===== src/rtl/wide_add_seq_if.sv =====
// rtl/wide_add_seq_if.sv - operand and sum word streams for wide_add_seq
interface wide_add_seq_if #(
  parameter int SIZE = 8
);
  logic            in_valid;
  logic            in_ready;
  logic [SIZE-1:0] a_word;
  logic [SIZE-1:0] b_word;
  logic            sum_valid;
  logic            sum_ready;
  logic [SIZE-1:0] sum_word;
  logic            sum_last;

  // Producer of operands / consumer of sums
  modport master (
    output in_valid, a_word, b_word, sum_ready,
    input  in_ready, sum_valid, sum_word, sum_last
  );

  // The sequencer itself
  modport slave (
    input  in_valid, a_word, b_word, sum_ready,
    output in_ready, sum_valid, sum_word, sum_last
  );
endinterface


===== src/rtl/wide_add_seq.sv =====
// rtl/wide_add_seq.sv - multi-word add sequencer time-sharing one ripple adder
module fa_multi_bit #(
  parameter int SIZE = 8
) (
  input  logic [SIZE-1:0] a,
  input  logic [SIZE-1:0] b,
  input  logic            ci,
  output logic [SIZE-1:0] s,
  output logic [SIZE:0]   co
);
  logic carry;

  // Ripple chain; co[i] is the carry into bit i, co[SIZE] the word carry-out
  always_comb begin
    carry = ci;
    co[0] = ci;
    s     = '0;
    for (int i = 0; i < SIZE; i++) begin
      s[i]    = a[i] ^ b[i] ^ carry;
      carry   = (a[i] & b[i]) | (carry & (a[i] ^ b[i]));
      co[i+1] = carry;
    end
  end
endmodule

module wide_add_seq #(
  parameter  int SIZE  = 8,
  parameter  int WORDS = 4,
  localparam int IDX_W = (WORDS > 2) ? $clog2(WORDS) : 1
) (
  input  logic             clk,
  input  logic             rst_n,
  input  logic             start,
  input  logic             cin,
  output logic             busy,
  output logic             cout,
  output logic             done,
  output logic [IDX_W-1:0] word_idx,
  wide_add_seq_if.slave    bus
);
  typedef enum logic [1:0] {IDLE, RUN, FLUSH} state_t;

  state_t          state, state_n;
  logic            carry_reg, carry_n;
  logic [IDX_W-1:0] idx_n;
  logic            sum_valid_q, sum_valid_n;
  logic [SIZE-1:0] sum_word_q, sum_word_n;
  logic            sum_last_q, sum_last_n;
  logic            cout_n;
  logic            done_n;

  logic [SIZE-1:0] add_s;
  logic [SIZE:0]   add_co;
  logic            accept;
  logic            out_hs;
  logic            last_word;

  fa_multi_bit #(.SIZE(SIZE)) u_add (
    .a  (bus.a_word),
    .b  (bus.b_word),
    .ci (carry_reg),
    .s  (add_s),
    .co (add_co)
  );

  // A new word may enter whenever the output register is empty or draining
  assign bus.in_ready  = (state == RUN) && (!sum_valid_q || bus.sum_ready);
  assign bus.sum_valid = sum_valid_q;
  assign bus.sum_word  = sum_word_q;
  assign bus.sum_last  = sum_last_q;
  assign busy          = (state != IDLE);
  assign accept        = bus.in_valid && bus.in_ready;
  assign out_hs        = sum_valid_q && bus.sum_ready;
  assign last_word     = (word_idx == IDX_W'(WORDS - 1));

  // State and datapath registers
  always_ff @(posedge clk or negedge rst_n) begin
    if (!rst_n) begin
      state       <= IDLE;
      carry_reg   <= 1'b0;
      word_idx    <= '0;
      sum_valid_q <= 1'b0;
      sum_word_q  <= '0;
      sum_last_q  <= 1'b0;
      cout        <= 1'b0;
      done        <= 1'b0;
    end else begin
      state       <= state_n;
      carry_reg   <= carry_n;
      word_idx    <= idx_n;
      sum_valid_q <= sum_valid_n;
      sum_word_q  <= sum_word_n;
      sum_last_q  <= sum_last_n;
      cout        <= cout_n;
      done        <= done_n;
    end
  end

  // Next-state and next-register values; everything holds unless changed below
  always_comb begin
    state_n     = state;
    carry_n     = carry_reg;
    idx_n       = word_idx;
    sum_valid_n = sum_valid_q;
    sum_word_n  = sum_word_q;
    sum_last_n  = sum_last_q;
    cout_n      = cout;
    done_n      = 1'b0;
    case (state)
      IDLE: begin
        if (start) begin
          carry_n = cin;
          idx_n   = '0;
          cout_n  = 1'b0;
          state_n = RUN;
        end
      end
      RUN: begin
        if (out_hs) begin
          sum_valid_n = 1'b0;
          sum_last_n  = 1'b0;
        end
        // An accept in the handshake cycle refills the register without a bubble
        if (accept) begin
          sum_word_n  = add_s;
          sum_valid_n = 1'b1;
          carry_n     = add_co[SIZE];
          idx_n       = word_idx + 1'b1;
          if (last_word) begin
            sum_last_n = 1'b1;
            cout_n     = add_co[SIZE];
            state_n    = FLUSH;
          end
        end
      end
      FLUSH: begin
        // done is raised by the final handshake and returns us to IDLE as it drops
        if (done) begin
          state_n = IDLE;
        end else if (out_hs) begin
          sum_valid_n = 1'b0;
          sum_last_n  = 1'b0;
          done_n      = 1'b1;
        end
      end
      default: state_n = IDLE;
    endcase
  end
endmodule

===== src/flat_wrapper.sv =====
// flat-port wrapper written by rule: the top's interface ports become plain ports
module wide_add_seq_flat 
#(
  parameter  int SIZE  = 8,
  parameter  int WORDS = 4,
  localparam int IDX_W = (WORDS > 2) ? $clog2(WORDS) : 1
)
  (clk, rst_n, start, cin, busy, cout, done, word_idx, bus_in_valid, bus_a_word, bus_b_word, bus_sum_ready, bus_in_ready, bus_sum_valid, bus_sum_word, bus_sum_last);
  wide_add_seq_if #(.SIZE(SIZE)) bus_i ();
  input  logic clk;
  input  logic rst_n;
  input  logic start;
  input  logic cin;
  output logic busy;
  output logic cout;
  output logic done;
  output logic [IDX_W-1:0] word_idx;
  input wire logic [$bits(bus_i.in_valid)-1:0] bus_in_valid;
  input wire logic [$bits(bus_i.a_word)-1:0] bus_a_word;
  input wire logic [$bits(bus_i.b_word)-1:0] bus_b_word;
  input wire logic [$bits(bus_i.sum_ready)-1:0] bus_sum_ready;
  output wire logic [$bits(bus_i.in_ready)-1:0] bus_in_ready;
  output wire logic [$bits(bus_i.sum_valid)-1:0] bus_sum_valid;
  output wire logic [$bits(bus_i.sum_word)-1:0] bus_sum_word;
  output wire logic [$bits(bus_i.sum_last)-1:0] bus_sum_last;
  assign bus_i.in_valid = bus_in_valid;
  assign bus_i.a_word = bus_a_word;
  assign bus_i.b_word = bus_b_word;
  assign bus_i.sum_ready = bus_sum_ready;
  assign bus_in_ready = bus_i.in_ready;
  assign bus_sum_valid = bus_i.sum_valid;
  assign bus_sum_word = bus_i.sum_word;
  assign bus_sum_last = bus_i.sum_last;
  wide_add_seq #(.SIZE(SIZE), .WORDS(WORDS)) u_core (.clk(clk), .rst_n(rst_n), .start(start), .cin(cin), .busy(busy), .cout(cout), .done(done), .word_idx(word_idx), .bus(bus_i));
endmodule

===== config.mk =====
export PLATFORM = sky130hd
export DESIGN_NAME = wide_add_seq_flat
export DESIGN_NICKNAME = d
export VERILOG_FILES = /design/src/rtl/wide_add_seq_if.sv /design/src/rtl/wide_add_seq.sv /design/src/flat_wrapper.sv
export SDC_FILE = /design/constraint.sdc
export NUM_CORES = 1
export LEC_CHECK = 0
export ABC_AREA = 0
export CAP_MARGIN = 40
export CORE_AREA = 2 2 43 45
export DETAILED_ROUTE_END_ITERATION = 8
export DIE_AREA = 0 0 45 47
export DONT_BUFFER_PORTS = 1
export GPL_TIMING_DRIVEN = 0
export MAX_ROUTING_LAYER = met4
export PLACE_DENSITY = 0.87
export SKIP_LAST_GASP = 1
export SLEW_MARGIN = 40
export SYNTH_ARGS = -nofsm -noshare
export SYNTH_HDL_FRONTEND = slang
export SYNTH_HIERARCHICAL = 1
export SYNTH_SLANG_ARGS = --single-unit

===== constraint.sdc =====
create_clock -name clk -period 11.55 [get_ports clk]
set_input_delay 1.7325 -clock clk [delete_from_list [all_inputs] [get_ports clk]]
set_output_delay 1.7325 -clock clk [all_outputs]
set_load 0.01 [all_outputs]

Word-level counts from Yosys, hierarchy flattened
Index checks and enable logic that the tools add are counted.

Output and inout bits: 16. Word-level logic and storage cells: 98. Flip-flop bits (word level): 17. Input port bits: 22.

Bitwise logic cells: 40. Muxes and demuxes: 27. Eq/ne operators: 8. Add/subtract/negate cells: 1. Reduce and logical (&&, ||, !) cells: 14.

Operator list (number): AND 1 bit (16); bitwise XOR 1 bit (16); two-way mux 1 bit (15); two-way mux 2 bit (6); OR 1 bit (8); case mux 1 bit (2 select lines) (4); AND reduction 4 bit (2); != test 2 x 1 -> 1 bit (second input constant) (3); case mux 2 bit (3 select lines) (1); nonzero test 2 bit (3); equality test 2 bit (second input constant) (2); != test 2 bit (second input constant) (2); case mux 2 bit (2 select lines) (1); AND reduction 2 bit (2); logical AND 1 bit (3); AND reduction 3 bit (1); adder 2 x 1 -> 2 bit (second input constant) (1); equality test 2 x 1 -> 1 bit (second input constant) (1); logical NOT 2 bit (1); logical NOT 1 bit (1); logical OR 1 bit (1).

Depth between registers and ports, before layout
Word-level depth: 20. Gate-level depth with buffers: 12. Gate-level depth less buffers: 11.

Hierarchy
The synthesis kept the hierarchy.

By module, submodules not included: wide_add_seq (cells each 72, instances 1, seq. area each 425.4 um^2, area an instance 857.1 um^2); fa_multi_bit (cells each 10, instances 1, seq. area each 0.0 um^2, area an instance 175.2 um^2).

Worst setup path before layout
OpenSTA, ideal clock, no wires.

Path type: input -> register. Start point: input bus_a_word[0]. End point: register u_core.cout. Arrival: 5.316 ns. Data required time: 11.419 ns. Stages on the path: 12. Library setup time: 0.131 ns. Path buffers: 1. Path slack: 6.103 ns. Cell sequence: fa_1 -> fa_1 -> fa_1 -> fa_1 -> fa_1 -> fa_1 -> fa_1 -> fa_1 -> buf_4 -> nand3_1 -> nor3b_1 -> or3_1.

Word-level cells in the longest chain between the ends: 20. Elaborated cells on any way between the ends: 21. Those cells by class: mux: 3; bitwise: 18.

Ends and longest elaborated chain: from (decl) (RTL line flat_wrapper.sv:19) `input wire logic [$bits(bus_i.a_word)-1:0] bus_a_word;`; bitwise XOR 1 bit (RTL line wide_add_seq.sv:20) `carry = (a[i] & b[i]) | (carry & (a[i] ^ b[i]));`; AND 1 bit (RTL line wide_add_seq.sv:20); OR 1 bit * (RTL line wide_add_seq.sv:20); AND 1 bit * (RTL line wide_add_seq.sv:20); OR 1 bit * (RTL line wide_add_seq.sv:20); named net u_core.add_co[2] (RTL line wide_add_seq.sv:53) `logic [SIZE:0] add_co;`; AND 1 bit * (RTL line wide_add_seq.sv:20); OR 1 bit * (RTL line wide_add_seq.sv:20); named net u_core.add_co[3] (RTL line wide_add_seq.sv:53); (+2 left out); named net u_core.add_co[4] (RTL line wide_add_seq.sv:53); (+2 left out); named net u_core.add_co[5] (RTL line wide_add_seq.sv:53); (+2 left out); named net u_core.add_co[6] (RTL line wide_add_seq.sv:53); (+1 left out); OR 1 bit * (RTL line wide_add_seq.sv:20); named net u_core.add_co[7] (RTL line wide_add_seq.sv:53); AND 1 bit * (RTL line wide_add_seq.sv:20); OR 1 bit * (RTL line wide_add_seq.sv:20); named net u_core.u_add.carry (RTL line wide_add_seq.sv:11) `logic carry;`; two-way mux 1 bit * (RTL line wide_add_seq.sv:129) `if (last_word) begin`; two-way mux 1 bit * (RTL line wide_add_seq.sv:124) `if (accept) begin`; case mux 1 bit (2 select lines) * (RTL line wide_add_seq.sv:109) `case (state)`; to (signal assigned) (RTL line wide_add_seq.sv:94) `cout <= cout_n;`; to (decl) (RTL line wide_add_seq.sv:36) `output logic cout,`.

The timed path passes the listed nets; every way through them passes the cells marked *. The select of a mux whose other input is x is not followed. A chain may end at the register's enable or synchronous reset.

Final worst setup path
Ends and elaborated chain as after synthesis.

==> results by group <==
Outcome
  • Status: finished clean

STA
  • Final min period: 5270 ps
  • Max-slew violation count: 0
  • Final setup TNS: 0 ps
  • Clock Skews: 0.814 ps
  • Slew headroom: 74.3%
  • Fmax: 190 MHz
  • Setup violations, final: 0
  • RSZ-0062 raised after global routing: no
  • Final period util: 45.6%
  • Worst Max-Slew Pin Slew: 385 ps
  • Final hold viol count: 0

Synth
  • Average cell area after synthesis: 12.7 sq um
  • Yosys warns: 6
  • Post-Syn Area: 1020 sq um
  • Synth Instances: 81
  • Mapped Nets: ~110

Run
  • Max Cap Viol: 0

Worst setup path
  • CP top delay family: adder cells
  • Worst-path maximum fanout: 2
  • CP bufs+invs: 1
  • Worst setup SP type: input port
  • Crit-path cells: fa_1 -> fa_1 -> fa_1 -> fa_1 -> fa_1 -> fa_1 -> fa_1 -> fa_1 -> buf_4 -> nand3_1 -> nor3b_1 -> or3_1
  • CP arrival: 5440 ps
  • Worst path max stage delay: 430 ps
  • Kind of critical path: in -> reg
  • Critical Path Most Common Cell: fa_1
  • CP endpoint kind: flop
  • Crit path required time: 11720 ps
  • CP max stage cell: fa_1

Routing
  • Via count: about 630
  • Wire per inst: 18.6 um
  • DRT Pass-1 Iters: 4
  • Antenna Nets Post-Route: 0
  • Drt total wl: between 1.5 and 2 mm
  • Initial DRC count: 18
  • Via/cell ratio: between 6 and 7
  • # DRC: 0

Clock network
  • Setup Fix Bufs, Post-CTS: 0
  • Clk_lat worst skew: between 200 and 300 ps
  • Maximum clock path buffer count: 2
  • Num CTS Buffers: 3
  • CTS tree: done
  • Hold Buf Count CTS: 0
  • CTS root buf: clkbuf_4
  • Num Clock Sinks: 17
  • # resized after CTS: 0
  • Worst-path clk slew: 100 ps
  • H-tree Lvls: 1

Hold path
  • Hold WC Path Type: reg -> reg

Global routing
  • GR Overflow Total: 0
  • Global-route wire length before repair: 3.06 mm
  • Largest net degree at the start of global routing: 18
  • Gr usage total: 21.5%
  • Vias in the first global route: 694
  • Initial antenna violation count: 0

Floorplanning
  • Area of the die: 2120 sq um
  • Die H: 47 um
  • Starting Density: 62.0%
  • Io pins: 38
  • Cell Rows: 15
  • Width of the die: 45 um
  • Core Box Area: around 1700 sq um

Placement
  • Routability congestion estimate: around 0.8
  • Dpl hpwl: 1.40 mm
  • Placed cells: 98
  • Area after DPL: 1050 sq um
  • Port Buf Inserts: 0

Finish
  • Post-route cell area: 1070 sq um
  • Most frequent cells in the layout: dfrtp_1, mux2_4, fa_1
  • Max reg flops: 8
  • Core Util, Final: 64.9%
  • Nets: 117
  • Most common cell after layout, fill and taps aside: dfrtp_1
  • Final Non-Filler Cells: 102
  • Synth-to-layout area growth: 4.64%
  • Layout cells sized above 1: 24.7%
  • Diode count: 0

Power and ir drop
  • Static leakage: roughly 0.00047 uW
  • Max VDD drop: 0.120 mV
  • Power Dens Cells: 235 nW/um^2
==> routing by layer <==
layer	part of all wire, %	vias to the layer above	track usage [%]
met5	0	-	-
met4	1.7	0	11.2
met2	52	29	32.6
met1	40	309	26.7
li1	-	290	-
met3	5.9	4	5.38
==> power by group <==
| part | internal (uW) | leakage, uW | switching (uW) | total (uW) |
|---|---|---|---|---|
| Sequential | 85.4 | 0.000201 | 31.1 | 116 |
| Combinational | 58.7 | 0.000256 | 45.4 | 104 |
| Clock | 13.4 | 0.0000150 | 17.9 | 31.3 |
| Total | 158 | 0.000472 | 94.4 | 252 |
==> worst register-to-register path, stage by stage (launching register included) <==
cell and delay [ps]:
dfrtp_1 420, fa_1 390, fa_1 390, fa_1 390, fa_1 380, fa_1 390
fa_1 390, fa_1 390, fa_1 360, buf_4 140, nand3_1 80, nor3b_1 60
or3_1 300
==> layout make-up <==
class / count / area [sq um]
Buffer: 6 / 43.8
Clock buffer: 4 / 26.3
Fill cell: 123 / 579
Inverter: 4 / 15.0
Multi-Input combinational cell: 54 / 541
Sequential cell: 17 / 425
Tap cell: 17 / 21.3
==> metrics by stage <==
stage               power (uW)  hold slack (ps)  worst slack [ps]
global placement           215              571              6030
global route               270              600              6200
floorplan                  200              547              6100
finish                     252              588              6280
CTS                        253              590              6280
detailed placement         220              570              5990
==> path summary, 6_finish.rpt <==
check                                        from                     end  slack [ps]  cells after the start
min in group asynchronous                   rst_n  u_core/bus.sum_word[2]        1130                      0
max in group asynchronous                   rst_n             u_core/cout       10350                      0
max reg2reg                      u_core/carry_reg             u_core/cout        7350                     12
min reg2reg                u_core/bus.sum_word[4]  u_core/bus.sum_word[4]         590                      1
min                        u_core/bus.sum_word[4]  u_core/bus.sum_word[4]         590                      1
max                                 bus_a_word[0]             u_core/cout        6280                     12
No activity file was read; power rests on OpenSTA's default activity.
